[config.mk]
export PLATFORM = sky130hd
export DESIGN_NAME = alu_seq16
export DESIGN_NICKNAME = d
export VERILOG_FILES = /design/src/rtl/alu_seq16.sv
export SDC_FILE = /design/constraint.sdc
export NUM_CORES = 1
export LEC_CHECK = 0
export CAP_MARGIN = 15
export CORE_MARGIN = 10
export CORE_UTILIZATION = 45
export CTS_CLUSTER_DIAMETER = 200
export DETAILED_ROUTE_END_ITERATION = 6
export GPL_TIMING_DRIVEN = 0
export PLACE_DENSITY = 0.77
export SLEW_MARGIN = 25
export SYNTH_ARGS = -nofsm -noshare
export SYNTH_HDL_FRONTEND = slang
export SYNTH_SLANG_ARGS = --single-unit
[constraint.sdc]
create_clock -name clk -period 4.15 [get_ports clk]
set_input_delay 0.6225 -clock clk [delete_from_list [all_inputs] [get_ports clk]]
set_output_delay 0.6225 -clock clk [all_outputs]
set_load 0.05 [all_outputs]
[src/rtl/alu_seq16.sv]
// alu_seq16: sequences 16-bit ADD/SUB/XOR/AND through an 8-bit ALU, low byte first
module alu_seq16 (
   input  logic        clk,
   input  logic        rst_n,
   input  logic        req_valid,
   output logic        req_ready,
   input  logic [1:0]  req_op,
   input  logic [15:0] req_a,
   input  logic [15:0] req_b,
   output logic [2:0]  alu_cmd,
   output logic [7:0]  alu_a,
   output logic [7:0]  alu_b,
   output logic        alu_sc_i,
   input  logic [7:0]  alu_rslt,
   input  logic        alu_sc_o,
   output logic        rsp_valid,
   input  logic        rsp_ready,
   output logic [15:0] rsp_data,
   output logic        rsp_carry,
   output logic        rsp_zero,
   output logic        rsp_pari
);
   typedef enum logic [1:0] {IDLE, LO, HI, RSP} state_t;
   state_t state, state_nxt;
   logic [1:0]  op;
   logic [15:0] a_q, b_q, data;
   logic [7:0]  lo_q, a_byte, b_byte;
   logic        chain_q, carry, arith, sub, busy;
   assign arith = ~op[1];
   assign sub = (op == 2'b01);
   assign busy = (state == LO) || (state == HI);
   assign a_byte = (state == HI) ? a_q[15:8] : a_q[7:0];
   assign b_byte = (state == HI) ? b_q[15:8] : b_q[7:0];
   // state register
   always_ff @(posedge clk or negedge rst_n)
      if (!rst_n) state <= IDLE;
      else state <= state_nxt;
   // next state plus Moore request/ALU/response-valid outputs
   always_comb begin
      state_nxt = state == IDLE ? (req_valid ? LO : IDLE) :
                  state == LO   ? HI :
                  state == HI   ? RSP :
                                  (rsp_ready ? IDLE : RSP);
      req_ready = (state == IDLE);
      rsp_valid = (state == RSP);
      alu_cmd = busy ? (arith ? 3'b000 : {1'b1, op[0], 1'b0}) : 3'b000;
      alu_a = busy ? a_byte : 8'h00;
      alu_b = busy ? (sub ? ~b_byte : b_byte) : 8'h00;
      alu_sc_i = (state == LO) ? sub : (state == HI) ? (arith & chain_q) : 1'b0;
   end
   // request capture and byte-wise result assembly; response only updates entering RSP
   always_ff @(posedge clk or negedge rst_n)
      if (!rst_n) begin
         op <= 2'b00;
         a_q <= 16'h0;
         b_q <= 16'h0;
         lo_q <= 8'h0;
         chain_q <= 1'b0;
         data <= 16'h0;
         carry <= 1'b0;
      end else begin
         if (state == IDLE && req_valid) begin
            op <= req_op;
            a_q <= req_a;
            b_q <= req_b;
         end
         if (state == LO) begin
            lo_q <= alu_rslt;
            chain_q <= alu_sc_o;
         end
         if (state == HI) begin
            data <= {alu_rslt, lo_q};
            carry <= arith & alu_sc_o;
         end
      end
   assign rsp_data = data;
   assign rsp_carry = carry;
   assign rsp_zero = ~|data;
   assign rsp_pari = ^data;
endmodule
==> run summary, run 1 <==
Fillcell total -> 509
CTS tree -> done
Most frequent cell after synthesis -> dfrtp_1
Final TNS setup -> 0 ns
Number of vias per cell -> 4.88
Final HPWL DP -> 5420 µm
CP Launch Type -> register
Synth top area share -> 52.0%
Worst slew margin -> 63.9%
Synthesized area -> 2980 µm²
Hold buffer count at CTS -> 0
Number of synthesized register bits -> 62
Core ar. -> 6390 µm²
Initial Util -> 46.7%
Aggregate global routing overflow -> 0
CP Class -> register to output pin
Chip height -> 101 µm
Min Tclk post-route -> 3.33 ns
Seq/Total Area, Yosys -> 52.0%
Row cnt -> 29
Synth Flop Type -> dfrtp_1
Register-to-register setup slack -> 2.37 ns
Clock Tree Buf Depth -> 2
RD Place Congestion -> 0.809
Clock Sinks -> 62
Arrival time at the worst endpoint -> 2.70 ns
Initial antenna violation count -> 0
Setup crit end kind -> output pin
Dominant cell type by area after synthesis -> dfrtp_1
DR iter-0 viols -> 71
Top cells by area, synth -> dfrtp_1 (52%), mux2_2 (16%), ha_1 (5.5%)
Status -> complete, no violations
Post-synth EDFFs -> 0
Syn. warnings -> 0
Total CTS buffers -> 9
Clock-pin slew on the worst setup and hold paths -> 0.06 ns
First-pass GRT wire length -> 11300 µm
Post-Syn Instances -> 246
Max Fclk -> 0.301 GHz
Final WL -> 7040 µm
Max-slew violation count -> 0
Final setup viols -> 0
Antenna Violating Nets Remaining -> 0
DRC -> 0
Period utilization -> 80.1%
Die area -> 10300 µm²
Clock skew -> 0.00538 ns
Largest net degree at the start of global routing -> 48
Ys async rst share -> 100%
Layout Nets -> 404
Worst hold path type -> primary input to async pin
Crit-path max FO -> 10
P&R area growth vs syn -> 38.5%
Vias -> 2072
Worst endpoint required time -> 3.53 ns
Clock Root Buffer -> clkbuf_8
Max Cap Viol -> 0
Final hold vios -> 0
Routed wire per std cell -> 16.6 µm
CTS H-tree depth -> 3
Post-CTS setup buffers -> 0
IO buf count -> 86
Syn Nets -> 306
Vias in the first global route -> 2333
First-pass DRT Iterations -> 4
ANT cells -> 0
Worst R2R End -> a_q[12]
Fraction of layout cells with a size suffix above 1 -> 19.0%
RR Startpoint -> state[1]
Yosys cell types -> 24
Clk Latency, worst-skew pair -> 0.33 ns
Cts repair resizes -> 0
Avg Synthesized Cell Area -> 12.1 µm²
Die W -> 101 µm
Worst-margin pin slew -> 0.540 ns
Synth cell count leaders -> dfrtp_1 (62), mux2_2 (43), inv_1 (19)
R2R depth -> 5
Top Ports -> 88
RSZ-0062 raised after global routing -> false
GRT Util Overall -> 14.0%
[cell usage in the layout (no fill, tap or decap)]
master,n
clkinv_2,1
buf_2,4
mux2_2,43
buf_6,1
and3_1,1
mux2i_1,16
dfrtp_1,62
nor2_1,2
nand4_1,2
nor2b_1,10
nand2_1,17
o21ai_0,17
xnor2_1,14
clkbuf_1,8
o31ai_1,1
clkbuf_8,11
nand3b_1,2
and2_1,9
clkdlybuf4s50_1,85
nand2_2,1
ha_1,13
xor2_1,1
buf_4,3
conb_1,1
buf_16,1
inv_1,19
buf_12,1
a21oi_1,2
[kinds of logic after synthesis]
group | Yosys count | share of synthesized area (%)
simple gates | 44 | 7.72
xor+xnor | 15 | 4.40
compound gates | 20 | 3.44
buf+inv | 32 | 5.24
other cells | 1 | 0.126
fa+ha+maj | 13 | 5.45
flops | 62 | 52.0
mux | 59 | 21.6
[layout make-up]
cell class,count,area (µm²),area share (%)
Clock buffer,14,163,3.94
Buffer,13,85.1,2.06
Sequential cell,62,1550,37.5
Inverter,19,71.3,1.73
Tap cell,77,96.3,2.33
Clock inverter,1,5.00,0.121
Multi-Input combinational cell,152,1270,30.9
Timing Repair Buffer,87,886,21.4
[worst max path at each step]
stage               slack (ns)  cells after the start        to         start
floorplan                 1.36                      5  rsp_pari  rsp_data[12]
global placement          0.49                      1   b_q[10]         rst_n
detailed placement        1.14                      5  alu_b[7]      state[1]
CTS                       0.74                      5  alu_b[7]      state[1]
global route              0.66                      5  alu_b[7]      state[1]
finish                    0.82                      5  alu_b[7]      state[1]
[metal layers]
metal  vias to the layer above  wire [µm]  global-route usage (%)
li1                       1010          -                       -
met1                      1007       2850                    15.3
met2                        43       3700                    24.5
met3                        12        345                    3.95
met4                         0        138                    6.75
met5                         -          0                       0
[critical path: stages, from the launching register on]
cell and delay [ns]:
dfrtp_1 0.45, inv_1 0.09, ha_1 0.43, clkbuf_1 0.37, and2_1 0.20, clkdlybuf4s50_1 0.82
[stage by stage]
step / hold slack, ns / setup WS (ns) / cell area [µm²] / util, % / std cells
after global routing: 0.157 / 0.663 / 4130 / 64.7 / 425
after CTS: 0.145 / 0.743 / 4130 / 64.7 / 425
after detailed placement: 0.464 / 1.14 / 3970 / 62.1 / 410
final: 0.150 / 0.824 / 4130 / 64.7 / 425
after global placement: 0.458 / 0.487 / 3940 / 61.7 / 409
after floorplan: 0.327 / 1.36 / 2980 / - / 246
[flip-flops by register name (all words and copies together) (netlist names)]
register   flops
chain_q        1
state          2
a_q           16
rsp_carry      1
op             2
lo_q           8
b_q           16
rsp_data      16
Power of run 1 is not shown: default switching activity piles up to over one toggle a cycle in this logic, so the estimate is an artifact.
==> run 2, diff against run 1 <==
CORE_UTILIZATION = 43   (was 45)
clock period = 2.8 ns   (was 4.15 ns; I/O delays follow)
==> run 2 against run 1 <==
  * Sequential share of layout area about the same
  * Die area increased by 3.7%
  * Critical path depth increased by 3
  * Setup slack got worse by 0.65 ns
  * Design area about the same
  * Worst hold slack improved by 0.33 ns
  * Wire length increased by 0.74%
  * Via count unchanged
  * Sequential cell count unchanged
  * Cell count increased by 0.47%
  * Non-clock buffer count increased by 1
  * Global-route usage about the same
  * Critical path type unchanged
  * Largest cell class unchanged
  * Highest routed layer unchanged
==> run summary, run 2 (same netlist as run 1, synthesis figures left out) <==
Worst endpoint required time -> 2.38 ns
Final setup viols -> 0
Top delay family on crit path -> buffers and inverters
Crit-path max cell delay -> 0.42 ns
Die W -> 103 µm
Clock skew -> 0.00570 ns
Total CTS buffers -> 9
P&R area growth vs syn -> 38.6%
Routed wire per std cell -> 16.6 µm
Multi-input logic area -> 1270 µm²
Clock Root Buffer -> clkbuf_8
Initial antenna violation count -> 0
CP Launch Type -> register
Clk Latency, worst-skew pair -> 0.33 ns
DRC -> 0
Non-Filler Instances -> 427
Commonest non-fill, non-tap cell in the layout -> clkdlybuf4s50_1
Setup crit end kind -> output pin
Max Cap Viol -> 0
Period utilization -> 93.9%
Core ar. -> 6760 µm²
Worst-margin pin slew -> 0.533 ns
Final hold vios -> 0
RSZ-0062 raised after global routing -> false
Worst Path Buf+Inv -> 4
Final TNS setup -> 0 ns
Fraction of layout cells with a size suffix above 1 -> 22.5%
Final core occ -> 61.2%
Crit-path max FO -> 10
First-pass DRT Iterations -> 4
Fillcell total -> 555
CP max-delay cell -> dfrtp_1
Antenna Violating Nets Remaining -> 0
Max-slew violation count -> 0
First-pass GRT wire length -> 11400 µm
Chip height -> 103 µm
Aggregate global routing overflow -> 0
Arrival time at the worst endpoint -> 2.21 ns
Die area -> 10700 µm²
Crit-path cells -> inv_1, ha_1, buf_6, buf_12, mux2i_1, xnor2_1, and2_1, clkdlybuf4s15_2
Clock Sinks -> 62
Final WL -> 7090 µm
Placed Cells -> 413
Number of vias per cell -> 4.85
DR iter-0 viols -> 64
Status -> complete, no violations
FF+latch area -> 1550 µm²
Top Ports -> 88
Clock-pin slew on the worst setup and hold paths -> 0.06 ns
CP Class -> register to output pin
IO buf count -> 86
Clock Tree Buf Depth -> 2
Worst slew margin -> 64.6%
CTS H-tree depth -> 3
Vias in the first global route -> 2286
Final HPWL DP -> 5520 µm
Largest net degree at the start of global routing -> 44
GRT Util Overall -> 14.0%
Vias -> 2072
Max Fclk -> 0.381 GHz
RD Place Congestion -> 0.820
Initial Util -> 44.1%
CTS tree -> done
Layout Nets -> 405
Row cnt -> 30
ANT cells -> 0
Commonest non-fill, non-tap cells in the layout -> clkdlybuf4s50_1 (65), dfrtp_1 (62), mux2_2 (43)
Worst hold path type -> register to register
Min Tclk post-route -> 2.63 ns
## run 2: path summary, 6_finish.rpt
kind                           from      endpoint  slack [ns]  cells after the start
max reg2reg                state[1]        b_q[5]        1.03                      5
min                         lo_q[1]   rsp_data[1]        0.48                      2
min in group asynchronous     rst_n  rsp_data[10]        0.51                      2
min reg2reg                 lo_q[1]   rsp_data[1]        0.48                      2
max in group asynchronous     rst_n       b_q[11]        1.78                      3
max                        state[0]      alu_b[6]        0.17                      8
## run 2: stage by stage
step                setup WS (ns)  area (µm²)  hold WS [ns]
finish                      0.172        4140         0.479
detailed placement         0.0255        3960         0.320
global route              0.00212        4140         0.497
floorplan                   0.214        2980         0.124
global placement           -0.703        3940         0.460
CTS                        0.0691        4130         0.481
## run 2: worst min-delay path: stages (launching register included)
cell and delay (ns):
dfrtp_1 0.34, nand2_1 0.05, o21ai_0 0.05
## run 2: repair_timing
item	in CTS	in global routing
hold endpoints to repair	19	0
resized for setup	40	3
endpoints found under the setup margin	20	11
hold buffers	1	0
setup buffers	0	0
## run 2: cell type report
| type | instances | share of cell area (%) |
|---|---|---|
| timing repair buffer | 88 | 21.5 |
| inverter | 19 | 1.72 |
| clock buffer | 11 | 3.66 |
| sequential | 62 | 37.5 |
| multi-input combinational | 152 | 30.8 |
| buffer | 13 | 2.09 |
| clock inverter | 2 | 0.242 |
| tap | 80 | 2.42 |
## run 2: metal layers
metal / GRT usage (%) / wire length, µm / up-vias
li1: - / - / 1006
met4: 6.42 / 114 / 0
met1: 16.3 / 2860 / 1020
met2: 24.0 / 3810 / 37
met3: 3.26 / 304 / 9
met5: 0 / 0 / -
Power of run 2 is left out for the same reason.
